$ cat src/rtl/spi_target_if.sv
// Pin-level and byte-level signal bundle for the SPI mode-0 target.
// The slave modport is the target's view; the master modport is the view of
// whatever drives the pads and consumes/produces bytes around it.
interface spi_target_if;
   // SPI pad side
   logic       spi_cs_n;
   logic       spi_sclk;
   logic       spi_mosi;
   logic       spi_miso;
   logic       spi_miso_oe;
   // Byte side
   logic [7:0] rx_data;
   logic       rx_valid;
   logic [7:0] tx_data;
   logic       tx_valid;
   logic       tx_ready;
   logic       tx_underrun;
   // Frame status
   logic       frame_start;
   logic       frame_end;
   logic       frame_err;
   logic       busy;

   modport slave (
      input  spi_cs_n, spi_sclk, spi_mosi, tx_data, tx_valid,
      output spi_miso, spi_miso_oe, rx_data, rx_valid, tx_ready, tx_underrun,
             frame_start, frame_end, frame_err, busy
   );

   modport master (
      output spi_cs_n, spi_sclk, spi_mosi, tx_data, tx_valid,
      input  spi_miso, spi_miso_oe, rx_data, rx_valid, tx_ready, tx_underrun,
             frame_start, frame_end, frame_err, busy
   );
endinterface

$ cat src/rtl/spi_target.sv
// SPI mode-0 target. The pads are oversampled by clk through synchroniser
// chains, edges become registered one-cycle strobes, and a two-state FSM
// deserialises MOSI and serialises a one-entry transmit holding register onto
// MISO. SYNC_STAGES must be 2 or 3.
module spi_target #(
   parameter int SYNC_STAGES = 2
) (
   input logic         clk,
   input logic         rst_n,
   spi_target_if.slave bus
);

   typedef enum logic {IDLE, ACTIVE} state_t;

   // Synchroniser chains; the last stage is the synchronised pin value.
   logic [SYNC_STAGES-1:0] cs_sync, sclk_sync, mosi_sync;
   logic                   cs_s, sclk_s, mosi_s;

   // History flops and registered edge strobes.
   logic cs_hist, sclk_hist, mosi_smp;
   logic cs_fall, cs_rise, sclk_rise, sclk_fall;

   // Core state.
   state_t     state;
   logic [2:0] bit_cnt;
   logic [6:0] rx_shift;
   logic [7:0] tx_shift;
   logic [7:0] rx_data;
   logic       rx_valid;
   logic       load_pending;
   logic [7:0] hold_data;
   logic       hold_full;
   logic       tx_underrun;
   logic       frame_start, frame_end, frame_err;
   logic       do_load;

   assign cs_s   = cs_sync[SYNC_STAGES-1];
   assign sclk_s = sclk_sync[SYNC_STAGES-1];
   assign mosi_s = mosi_sync[SYNC_STAGES-1];

   // Pin synchronisers; cs_n resets to the deselected level so reset never looks like a CS fall.
   always_ff @(posedge clk or negedge rst_n) begin
      if (!rst_n) begin
         cs_sync   <= '1;
         sclk_sync <= '0;
         mosi_sync <= '0;
      end else begin
         // NOTE: clocked state uses non-blocking assignments so every flop samples pre-edge values.
         cs_sync   <= {cs_sync[SYNC_STAGES-2:0], bus.spi_cs_n};
         sclk_sync <= {sclk_sync[SYNC_STAGES-2:0], bus.spi_sclk};
         mosi_sync <= {mosi_sync[SYNC_STAGES-2:0], bus.spi_mosi};
      end
   end

   // Edge detection; mosi is delayed alongside so it lines up with the sclk-rise strobe.
   always_ff @(posedge clk or negedge rst_n) begin
      if (!rst_n) begin
         cs_hist   <= 1'b1;
         sclk_hist <= 1'b0;
         mosi_smp  <= 1'b0;
         cs_fall   <= 1'b0;
         cs_rise   <= 1'b0;
         sclk_rise <= 1'b0;
         sclk_fall <= 1'b0;
      end else begin
         cs_hist   <= cs_s;
         sclk_hist <= sclk_s;
         mosi_smp  <= mosi_s;
         cs_fall   <= cs_hist & ~cs_s;
         cs_rise   <= ~cs_hist & cs_s;
         sclk_rise <= ~sclk_hist & sclk_s;
         sclk_fall <= sclk_hist & ~sclk_s;
      end
   end

   // A TX load happens at frame start and on the first sclk fall after a completed byte.
   assign do_load = ((state == IDLE) && cs_fall) ||
                    ((state == ACTIVE) && !cs_rise && sclk_fall && load_pending);

   // Frame FSM, shift registers and transmit holding register.
   always_ff @(posedge clk or negedge rst_n) begin
      if (!rst_n) begin
         state        <= IDLE;
         bit_cnt      <= 3'd0;
         rx_shift     <= 7'd0;
         tx_shift     <= 8'hFF;
         rx_data      <= 8'h00;
         rx_valid     <= 1'b0;
         load_pending <= 1'b0;
         // NOTE: hold_data is reset only for determinism; hold_full alone decides whether it is used.
         hold_data    <= 8'h00;
         hold_full    <= 1'b0;
         tx_underrun  <= 1'b0;
         frame_start  <= 1'b0;
         frame_end    <= 1'b0;
         frame_err    <= 1'b0;
      end else begin
         rx_valid    <= 1'b0;
         tx_underrun <= 1'b0;
         frame_start <= 1'b0;
         frame_end   <= 1'b0;
         frame_err   <= 1'b0;

         if (bus.tx_valid && !hold_full) begin
            hold_data <= bus.tx_data;
            hold_full <= 1'b1;
         end

         case (state)
            IDLE: begin
               if (cs_fall) begin
                  frame_start <= 1'b1;
                  bit_cnt     <= 3'd0;
                  state       <= ACTIVE;
               end
            end
            ACTIVE: begin
               if (cs_rise) begin
                  frame_end    <= 1'b1;
                  frame_err    <= (bit_cnt != 3'd0);
                  rx_shift     <= 7'd0;
                  load_pending <= 1'b0;
                  state        <= IDLE;
               end else if (sclk_rise) begin
                  rx_shift <= {rx_shift[5:0], mosi_smp};
                  bit_cnt  <= bit_cnt + 3'd1;
                  if (bit_cnt == 3'd7) begin
                     rx_data      <= {rx_shift, mosi_smp};
                     rx_valid     <= 1'b1;
                     load_pending <= 1'b1;
                  end
               end else if (sclk_fall) begin
                  if (load_pending) begin
                     load_pending <= 1'b0;
                  end else begin
                     tx_shift <= {tx_shift[6:0], 1'b1};
                  end
               end
            end
            default: state <= IDLE;
         endcase

         // The load sits after the accept so an empty-register load wins over nothing and
         // a same-cycle accept still leaves its byte held for the next slot.
         if (do_load) begin
            if (hold_full) begin
               tx_shift  <= hold_data;
               hold_full <= 1'b0;
            end else begin
               tx_shift    <= 8'hFF;
               tx_underrun <= 1'b1;
            end
         end
      end
   end

   assign bus.spi_miso    = tx_shift[7];
   assign bus.spi_miso_oe = ~cs_s;
   assign bus.rx_data     = rx_data;
   assign bus.rx_valid    = rx_valid;
   assign bus.tx_ready    = ~hold_full;
   assign bus.tx_underrun = tx_underrun;
   assign bus.frame_start = frame_start;
   assign bus.frame_end   = frame_end;
   assign bus.frame_err   = frame_err;
   assign bus.busy        = (state == ACTIVE);

endmodule

$ cat src/flat_wrapper.sv
// flat-port wrapper written by rule: the top's interface ports become plain ports
module spi_target_flat 
#(
   parameter int SYNC_STAGES = 2
)
  (clk, rst_n, bus_spi_cs_n, bus_spi_sclk, bus_spi_mosi, bus_tx_data, bus_tx_valid, bus_spi_miso, bus_spi_miso_oe, bus_rx_data, bus_rx_valid, bus_tx_ready, bus_tx_underrun, bus_frame_start, bus_frame_end, bus_frame_err, bus_busy);
  spi_target_if bus_i ();
  input logic clk;
  input logic rst_n;
  input wire logic [$bits(bus_i.spi_cs_n)-1:0] bus_spi_cs_n;
  input wire logic [$bits(bus_i.spi_sclk)-1:0] bus_spi_sclk;
  input wire logic [$bits(bus_i.spi_mosi)-1:0] bus_spi_mosi;
  input wire logic [$bits(bus_i.tx_data)-1:0] bus_tx_data;
  input wire logic [$bits(bus_i.tx_valid)-1:0] bus_tx_valid;
  output wire logic [$bits(bus_i.spi_miso)-1:0] bus_spi_miso;
  output wire logic [$bits(bus_i.spi_miso_oe)-1:0] bus_spi_miso_oe;
  output wire logic [$bits(bus_i.rx_data)-1:0] bus_rx_data;
  output wire logic [$bits(bus_i.rx_valid)-1:0] bus_rx_valid;
  output wire logic [$bits(bus_i.tx_ready)-1:0] bus_tx_ready;
  output wire logic [$bits(bus_i.tx_underrun)-1:0] bus_tx_underrun;
  output wire logic [$bits(bus_i.frame_start)-1:0] bus_frame_start;
  output wire logic [$bits(bus_i.frame_end)-1:0] bus_frame_end;
  output wire logic [$bits(bus_i.frame_err)-1:0] bus_frame_err;
  output wire logic [$bits(bus_i.busy)-1:0] bus_busy;
  assign bus_i.spi_cs_n = bus_spi_cs_n;
  assign bus_i.spi_sclk = bus_spi_sclk;
  assign bus_i.spi_mosi = bus_spi_mosi;
  assign bus_i.tx_data = bus_tx_data;
  assign bus_i.tx_valid = bus_tx_valid;
  assign bus_spi_miso = bus_i.spi_miso;
  assign bus_spi_miso_oe = bus_i.spi_miso_oe;
  assign bus_rx_data = bus_i.rx_data;
  assign bus_rx_valid = bus_i.rx_valid;
  assign bus_tx_ready = bus_i.tx_ready;
  assign bus_tx_underrun = bus_i.tx_underrun;
  assign bus_frame_start = bus_i.frame_start;
  assign bus_frame_end = bus_i.frame_end;
  assign bus_frame_err = bus_i.frame_err;
  assign bus_busy = bus_i.busy;
  spi_target #(.SYNC_STAGES(SYNC_STAGES)) u_core (.clk(clk), .rst_n(rst_n), .bus(bus_i));
endmodule
$ cat config.mk
export PLATFORM = sky130hd
export DESIGN_NAME = spi_target_flat
export DESIGN_NICKNAME = d
export VERILOG_FILES = /design/src/rtl/spi_target_if.sv /design/src/rtl/spi_target.sv /design/src/flat_wrapper.sv
export SDC_FILE = /design/constraint.sdc
export NUM_CORES = 1
export LEC_CHECK = 0
export ABC_AREA = 1
export BUFFER_PORTS_ARGS = -buffer_cell sky130_fd_sc_hd__buf_2
export CAP_MARGIN = 10
export CORE_MARGIN = 3
export CORE_UTILIZATION = 50
export DETAILED_ROUTE_END_ITERATION = 6
export PLACE_DENSITY = 0.74
export SYNTH_ARGS = -nofsm -noshare
export SYNTH_HDL_FRONTEND = slang
export SYNTH_SLANG_ARGS = --single-unit
$ cat constraint.sdc
create_clock -name clk -period 1.4 [get_ports clk]
set_clock_uncertainty 0.15 [all_clocks]
set_input_delay 0.07 -clock clk [delete_from_list [all_inputs] [get_ports clk]]
set_output_delay 0.07 -clock clk [all_outputs]
set_load 0.01 [all_outputs]
# --- Yosys cells after proc, flatten, opt, wreduce, memory -nomap -nowiden ---
# Index checks and enable logic that the tools add are counted.
classes:
  n_addsub: 1
  muxes: 34
  reduce_logical: 18
  bitwise: 11
  n_eq_ne: 8
ops:
  columns: ["operator", "n"]
  rows:
  - ["$mux W8", 7]
  - ["$mux W1", 20]
  - ["$mux W7", 2]
  - ["$mux W3", 3]
  - ["$ne A2 B2 Y1 const B", 4]
  - ["$not A1 Y1", 7]
  - ["$pmux W3 S2", 1]
  - ["$reduce_and A3 Y1", 2]
  - ["$reduce_bool A2 Y1", 3]
  - ["$reduce_bool A3 Y1", 2]
  - ["$logic_and A1 B1 Y1", 5]
  - ["$reduce_and A5 Y1", 1]
  - ["$and A1 B1 Y1", 4]
  - ["$ne A2 B1 Y1 const B", 2]
  - ["$reduce_and A4 Y1", 1]
  - ["$add A3 B1 Y3 const B", 1]
  - ["$eq A3 B3 Y1 const B", 1]
  - ["$ne A3 B2 Y1 const B", 1]
  - ["$logic_not A1 Y1", 2]
  - ["$pmux W1 S2", 1]
  - ["$reduce_and A2 Y1", 1]
  - ["$logic_or A1 B1 Y1", 1]
word_totals:
  register_bits: 55
  in_bits: 14
  output_inout_bits: 17
  wordCells: 95

# --- Longest topological paths before layout ---
logic_depth:
  depth_word: 7
  ltp_mapped: 8
  ltp_nobuf: 8

# --- Worst setup path after synthesis ---
# No wires, ideal clock.
synth_path:
  path_type: "reg-to-reg"
  start: "register u_core.bit_cnt[0]"
  end: "register u_core.load_pending"
  setup_ns: 0.123
  slack_ns: 0.054
  stages_incl_launch_ff: 6
  n_path_buf: 1
  required_ns: 1.127
  arrival_ns: 1.073
  period_less_slack_ns: 1.346
  cell_sequence: "dfrtp_1 -> ha_1 -> ha_1 -> nand2_4 -> buf_6 -> nand2_1"
synth_between:
  elab_chain_cells: 3
synth_rtl:
  columns: ["item", "line", "rtl"]
  rows:
  - ["start: declaration", "spi_target.sv:25", "logic [2:0] bit_cnt;"]
  - ["start signal: assignment", "spi_target.sv:126", "bit_cnt <= bit_cnt + 3'd1;"]
  - ["$eq A3 B3 Y1", "spi_target.sv:127", "if (bit_cnt == 3'd7) begin"]
  - ["$ne A3 B2 Y1 (no line)", null, null]
  - ["$reduce_and A3 Y1 (no line)", null, null]
  - ["end signal: assignment", "spi_target.sv:122", "load_pending <= 1'b0;"]
  - ["end signal: assignment", "spi_target.sv:130", "load_pending <= 1'b1;"]
  - ["end signal: assignment", "spi_target.sv:134", "load_pending <= 1'b0;"]
  - ["end: declaration", "spi_target.sv:30", "logic load_pending;"]
# No other way between the ends.
# A chain may end at the register's enable or synchronous reset.

# --- Worst setup path after layout ---
# Same ends and word-level chain as after synthesis.

==> impl_summary.txt <==
----------------------------------------------------
[Power]
  Switching power ... 1.154 mW
  Relative contribution of sequential cells to total power ... 51.0%
  Leakage power of the design ... 1.478 nW
  Logic gate share of total power ... 22.7%
  Cell area power density ... about 1500 mW/mm^2
  Int Power ... 2.910 mW
  Portion of total power attributed to the clock network ... approximately a quarter
  Peak ir drop on the vdd network ... 0.8469 mV
  Net Sw Frac ... ~28%

[STA]
  Max-Slew Margin vs Limit ... between 70% and 80%
  Worst-case hold slack ... ~0.13 ns
  Final critical-path share of the clock period ... a little over nine tenths
  Final setup slack of the worst path ... 0.06641 ns
  Number of setup violations in the final report ... 0
  Post-layout minimum cycle time ... 1.334 ns
  Final count of hold timing violations ... 0
  Max Fclk ... roughly 0.75 GHz
  Final Max Slew Viols ... 0
  Setup repair after global routing missed its margin ... yes
  Slew at the pin with the worst max-slew slack ... 0.3238 ns
  Sum of negative setup slack ... 0 ns

[Worst hold path]
  Classification of the worst-slack hold path ... input port to async pin

[Synth]
  Post-synthesis cell area ... ~0.0022 sq mm
  Mean Syn Cell Area ... roughly 10 sq um
  Synth Net Count ... 242
  XOR/XNOR share of the synthesized area ... 0%
  Cell count after synthesis ... ~230
  Top cells by area in the synthesized netlist ... sky130_fd_sc_hd__dfrtp_1 (49%), sky130_fd_sc_hd__dfstp_2 (13%), sky130_fd_sc_hd__nand2_1 (11%), sky130_fd_sc_hd__inv_1 (5.2%), sky130_fd_sc_hd__o21ai_2 (3.1%)
  Share of the yosys chip area belonging to registers ... ~62%
  Number of distinct standard cells referenced by the synthesized netlist ... 21
  Complex-gate fraction of the synthesized area ... under 10%
  Simple-gate area share of the yosys netlist ... approximately a fifth
  Number of warnings reported in the yosys synthesis log ... 0
  Flip-flop and latch count after synthesis ... between 50 and 60
  Share of the synthesized area in the top cell type ... 49.08%
  Cell type with the largest total area after synthesis ... sky130_fd_sc_hd__dfrtp_1
  Mux share of post-synthesis cell area ... 0.5020%
  Dominant combinational cell family by area after synthesis ... simple AND/OR/NAND/NOR gates
  Adder and majority gate portion of the synthesized area ... ~1.7%

[Floorplan]
  Count of pins on the block boundary ... 31
  Initial standard-cell utilization of the core ... 53.76%
  Overall die area ... between 0.005 and 0.006 sq mm
  Area inside the core boundary ... about 0.0042 sq mm
  Die extent in x ... ~73 um
  Die Ht ... roughly 73 um
  Number of standard-cell rows in the floorplan ... 23

[Layout]
  Ant. Diodes ... 0
  Final core utilization ... 66.93%
  Fraction of layout instances using a drive strength above 1 ... 28.37%
  Nets@finish ... 298
  Growth of design area from synthesis to finish ... 24.48%

[Clocking]
  Clk Latency, worst-skew pair ... about 0.3 ns
  Buffer levels on the longest clock path ... 2
  Clock sink total ... 55
  Clock H-tree levels ... 2
  Clock-pin slew on the worst setup and hold paths ... ~0.090 ns
  CTS tree ... yes
  Number of clock buffers inserted by TritonCTS ... 5
  Post-CTS repair timing setup buffer count ... 0
  Clock tree root buffer cell ... sky130_fd_sc_hd__clkbuf_8

[Route]
  DRC violations left ... 0
  Total via count in the routed design ... around 1,600
  Sum of routed wire length over all layers ... 3813 um
  Average wire per cell in the routed design ... between 10 and 15 um
  First DRT Iteration DRCs ... roughly 110
  Avg Vias per Cell ... roughly 4.7
  Length of the first detailed-routing pass in iterations ... 4
  Remaining antenna violation count ... 0

[Worst setup path]
  Critical Path Max Stage Delay ... 0.39 ns
  Type of origin of the critical path ... flop
  Series of cell instances along the critical path ... ha_1 > ha_4 > nor3_1 > o21ai_0 > nand2_1
  Top cell family by delay on the critical path ... adder cells
  Critical path class ... flop to flop
  Worst-path fanout max ... 2
  Max stage delay cell, worst path ... sky130_fd_sc_hd__dfrtp_1
  Buf/Inv on CP ... 0
  Setup crit end kind ... flop
  WP data arrival ... around 1.4 ns
  WP data required ... ~1.5 ns

[Job]
  Max-cap violations ... 0

[Global routing]
  Initial antenna violation count ... 0
  Largest net degree at the start of global routing ... 56
  Total routing resource utilization after global routing ... between 15 and 20%
  Wire length of the first global-routing pass ... slightly below 7000 um
  Vias in the first global route ... roughly 1,600
  Gr ovfl total ... 0

[Placement]
  Post-placement setup slack ... -0.008227 ns
  IO buf count ... 30
  Routability Congestion ... 0.8293
  DP HPWL ... between 2000 and 3000 um

[Run status]
  Run status ... finished clean

----------------------------------------------------
==> metrics by stage <==
| step | cell area, sq um | power [mW] | instances |
|---|---|---|---|
| final | 2793 | 4.063 | 332 |
| after global routing | 2793 | 4.345 | 332 |
| after CTS | 2769 | 4.095 | 332 |
| after detailed placement | 2519 | 2.983 | 311 |
| after global placement | 2519 | 2.962 | 311 |
| after floorplan | 2243 | 2.698 | 225 |
==> worst reg2reg max path: stages, from the launching register on <==
cell                      delay [ns]
sky130_fd_sc_hd__dfrtp_1        0.39
sky130_fd_sc_hd__ha_1           0.23
sky130_fd_sc_hd__ha_4           0.19
sky130_fd_sc_hd__nor3_1         0.15
sky130_fd_sc_hd__o21ai_0        0.10
sky130_fd_sc_hd__nand2_1        0.06
==> timing repair <==
item	4_1_cts	5_1_grt
endpoints found under the hold margin	66	0
pin swaps	1	1
gates cloned	0	0
hold buffers	13	0
resized for setup	1	7
endpoints found under the setup margin	8	20
==> worst paths after layout <==
| path | start | endpoint | slack, ns | cells after the start |
|---|---|---|---|---|
| worst min register to register | u_core.mosi_sync[1]$_DFF_PN0_ | u_core.mosi_smp$_DFF_PN0_ | 0.20 | 0 |
| worst min-delay path | rst_n | u_core.bus.rx_valid$_DFF_PN0_ | 0.13 | 3 |
| worst max register to register | u_core.bit_cnt[0]$_DFFE_PN0P_ | u_core.load_pending$_DFFE_PN0P_ | 0.07 | 5 |
| min in group clk | u_core.mosi_sync[1]$_DFF_PN0_ | u_core.mosi_smp$_DFF_PN0_ | 0.20 | 0 |
| worst max-delay path | u_core.bit_cnt[0]$_DFFE_PN0P_ | u_core.load_pending$_DFFE_PN0P_ | 0.07 | 5 |
| max in group asynchronous | rst_n | u_core.cs_sync[0]$_DFF_PN1_ | 0.68 | 3 |
==> state kept, by name, summed over array words and instances (netlist names) <==
register,cells
u_core.bit_cnt,3
u_core.bus.busy,1
u_core.bus.frame_end,1
u_core.bus.frame_err,1
u_core.bus.frame_start,1
u_core.bus.rx_data,8
u_core.bus.rx_valid,1
u_core.bus.tx_underrun,1
u_core.cs_fall,1
u_core.cs_hist,1
u_core.cs_rise,1
u_core.cs_sync,2
u_core.hold_data,8
u_core.hold_full,1
u_core.load_pending,1
u_core.mosi_smp,1
u_core.mosi_sync,2
u_core.rx_shift,7
u_core.sclk_fall,1
u_core.sclk_hist,1
u_core.sclk_rise,1
u_core.sclk_sync,2
u_core.tx_shift,8
==> synthesized netlist by cell type, drive strengths merged <==
master / number
nand2: 71
dfrtp: 44
inv: 33
nor2: 16
o21ai: 13
dfstp: 11
a21oi: 10
nand3: 10
o22ai: 7
buf: 4
ha: 3
nor3: 2
mux2: 1
==> power by group through the flow <==
stage	Combinational (mW)	Sequential [mW]	Clock [mW]
2_1_floorplan	0.609	2.09	0
3_3_place_gp	0.867	2.10	0
3_5_place_dp	0.884	2.10	0
4_1_cts	0.921	2.07	1.10
5_1_grt	1.08	2.10	1.16
6_report	0.922	2.07	1.07
==> routing by layer <==
metal / part of all wire (%) / vias up / track usage (%)
met1: 47 / 721 / 20.93
met5: 0 / - / 0
li1: - / 810 / -
met3: 4.1 / 2 / 5.096
met4: 0.94 / 0 / 7.377
met2: 48 / 34 / 28.40
==> placed cells by master, fill, tap and decap left out <==
cell	synthesis	final
sky130_fd_sc_hd__nand2_1	66	66
sky130_fd_sc_hd__a21oi_1	9	9
sky130_fd_sc_hd__ha_4	0	1
sky130_fd_sc_hd__buf_2	0	30
sky130_fd_sc_hd__clkbuf_8	0	6
sky130_fd_sc_hd__o21ai_0	4	1
sky130_fd_sc_hd__inv_1	31	30
sky130_fd_sc_hd__o21ai_1	0	3
sky130_fd_sc_hd__o21ai_4	1	1
sky130_fd_sc_hd__nand2_8	0	1
sky130_fd_sc_hd__nand3_4	1	1
sky130_fd_sc_hd__dfrtp_1	44	44
sky130_fd_sc_hd__dfstp_2	11	11
sky130_fd_sc_hd__nor2_1	16	16
sky130_fd_sc_hd__buf_12	0	2
sky130_fd_sc_hd__a21oi_4	1	1
sky130_fd_sc_hd__buf_4	2	8
sky130_fd_sc_hd__o21ai_2	8	8
sky130_fd_sc_hd__inv_2	2	3
sky130_fd_sc_hd__mux2_2	1	1
sky130_fd_sc_hd__dlygate4sd3_1	0	13
sky130_fd_sc_hd__o22ai_1	7	7
sky130_fd_sc_hd__nand2_4	4	4
sky130_fd_sc_hd__nor3_1	2	2
sky130_fd_sc_hd__ha_1	3	2
sky130_fd_sc_hd__nand3_1	9	9
sky130_fd_sc_hd__clkinv_2	0	1
sky130_fd_sc_hd__bufinv_16	0	1
==> logic make-up (layout without fill, tap and decap cells) <==
| family | count (synthesis) | count (layout) |
|---|---|---|
| AOI/OAI and AO/OA | 30 | 30 |
| adders and majority gates | 3 | 3 |
| muxes | 1 | 1 |
| buffers and inverters | 37 | 94 |
| DFF | 55 | 55 |
| and+or+nand+nor | 99 | 99 |
==> area by class of cell <==
cell class / instances / area, sq um
Clock buffer: 6 / 82.58
Clock inverter: 2 / 35.03
Fill cell: 321 / 1380
Inverter: 33 / 123.9
Multi-Input combinational cell: 133 / 718.2
Sequential cell: 55 / 1390
Tap cell: 50 / 62.56
Timing Repair Buffer: 53 / 380.4
Power figures use the tool's default switching activity.
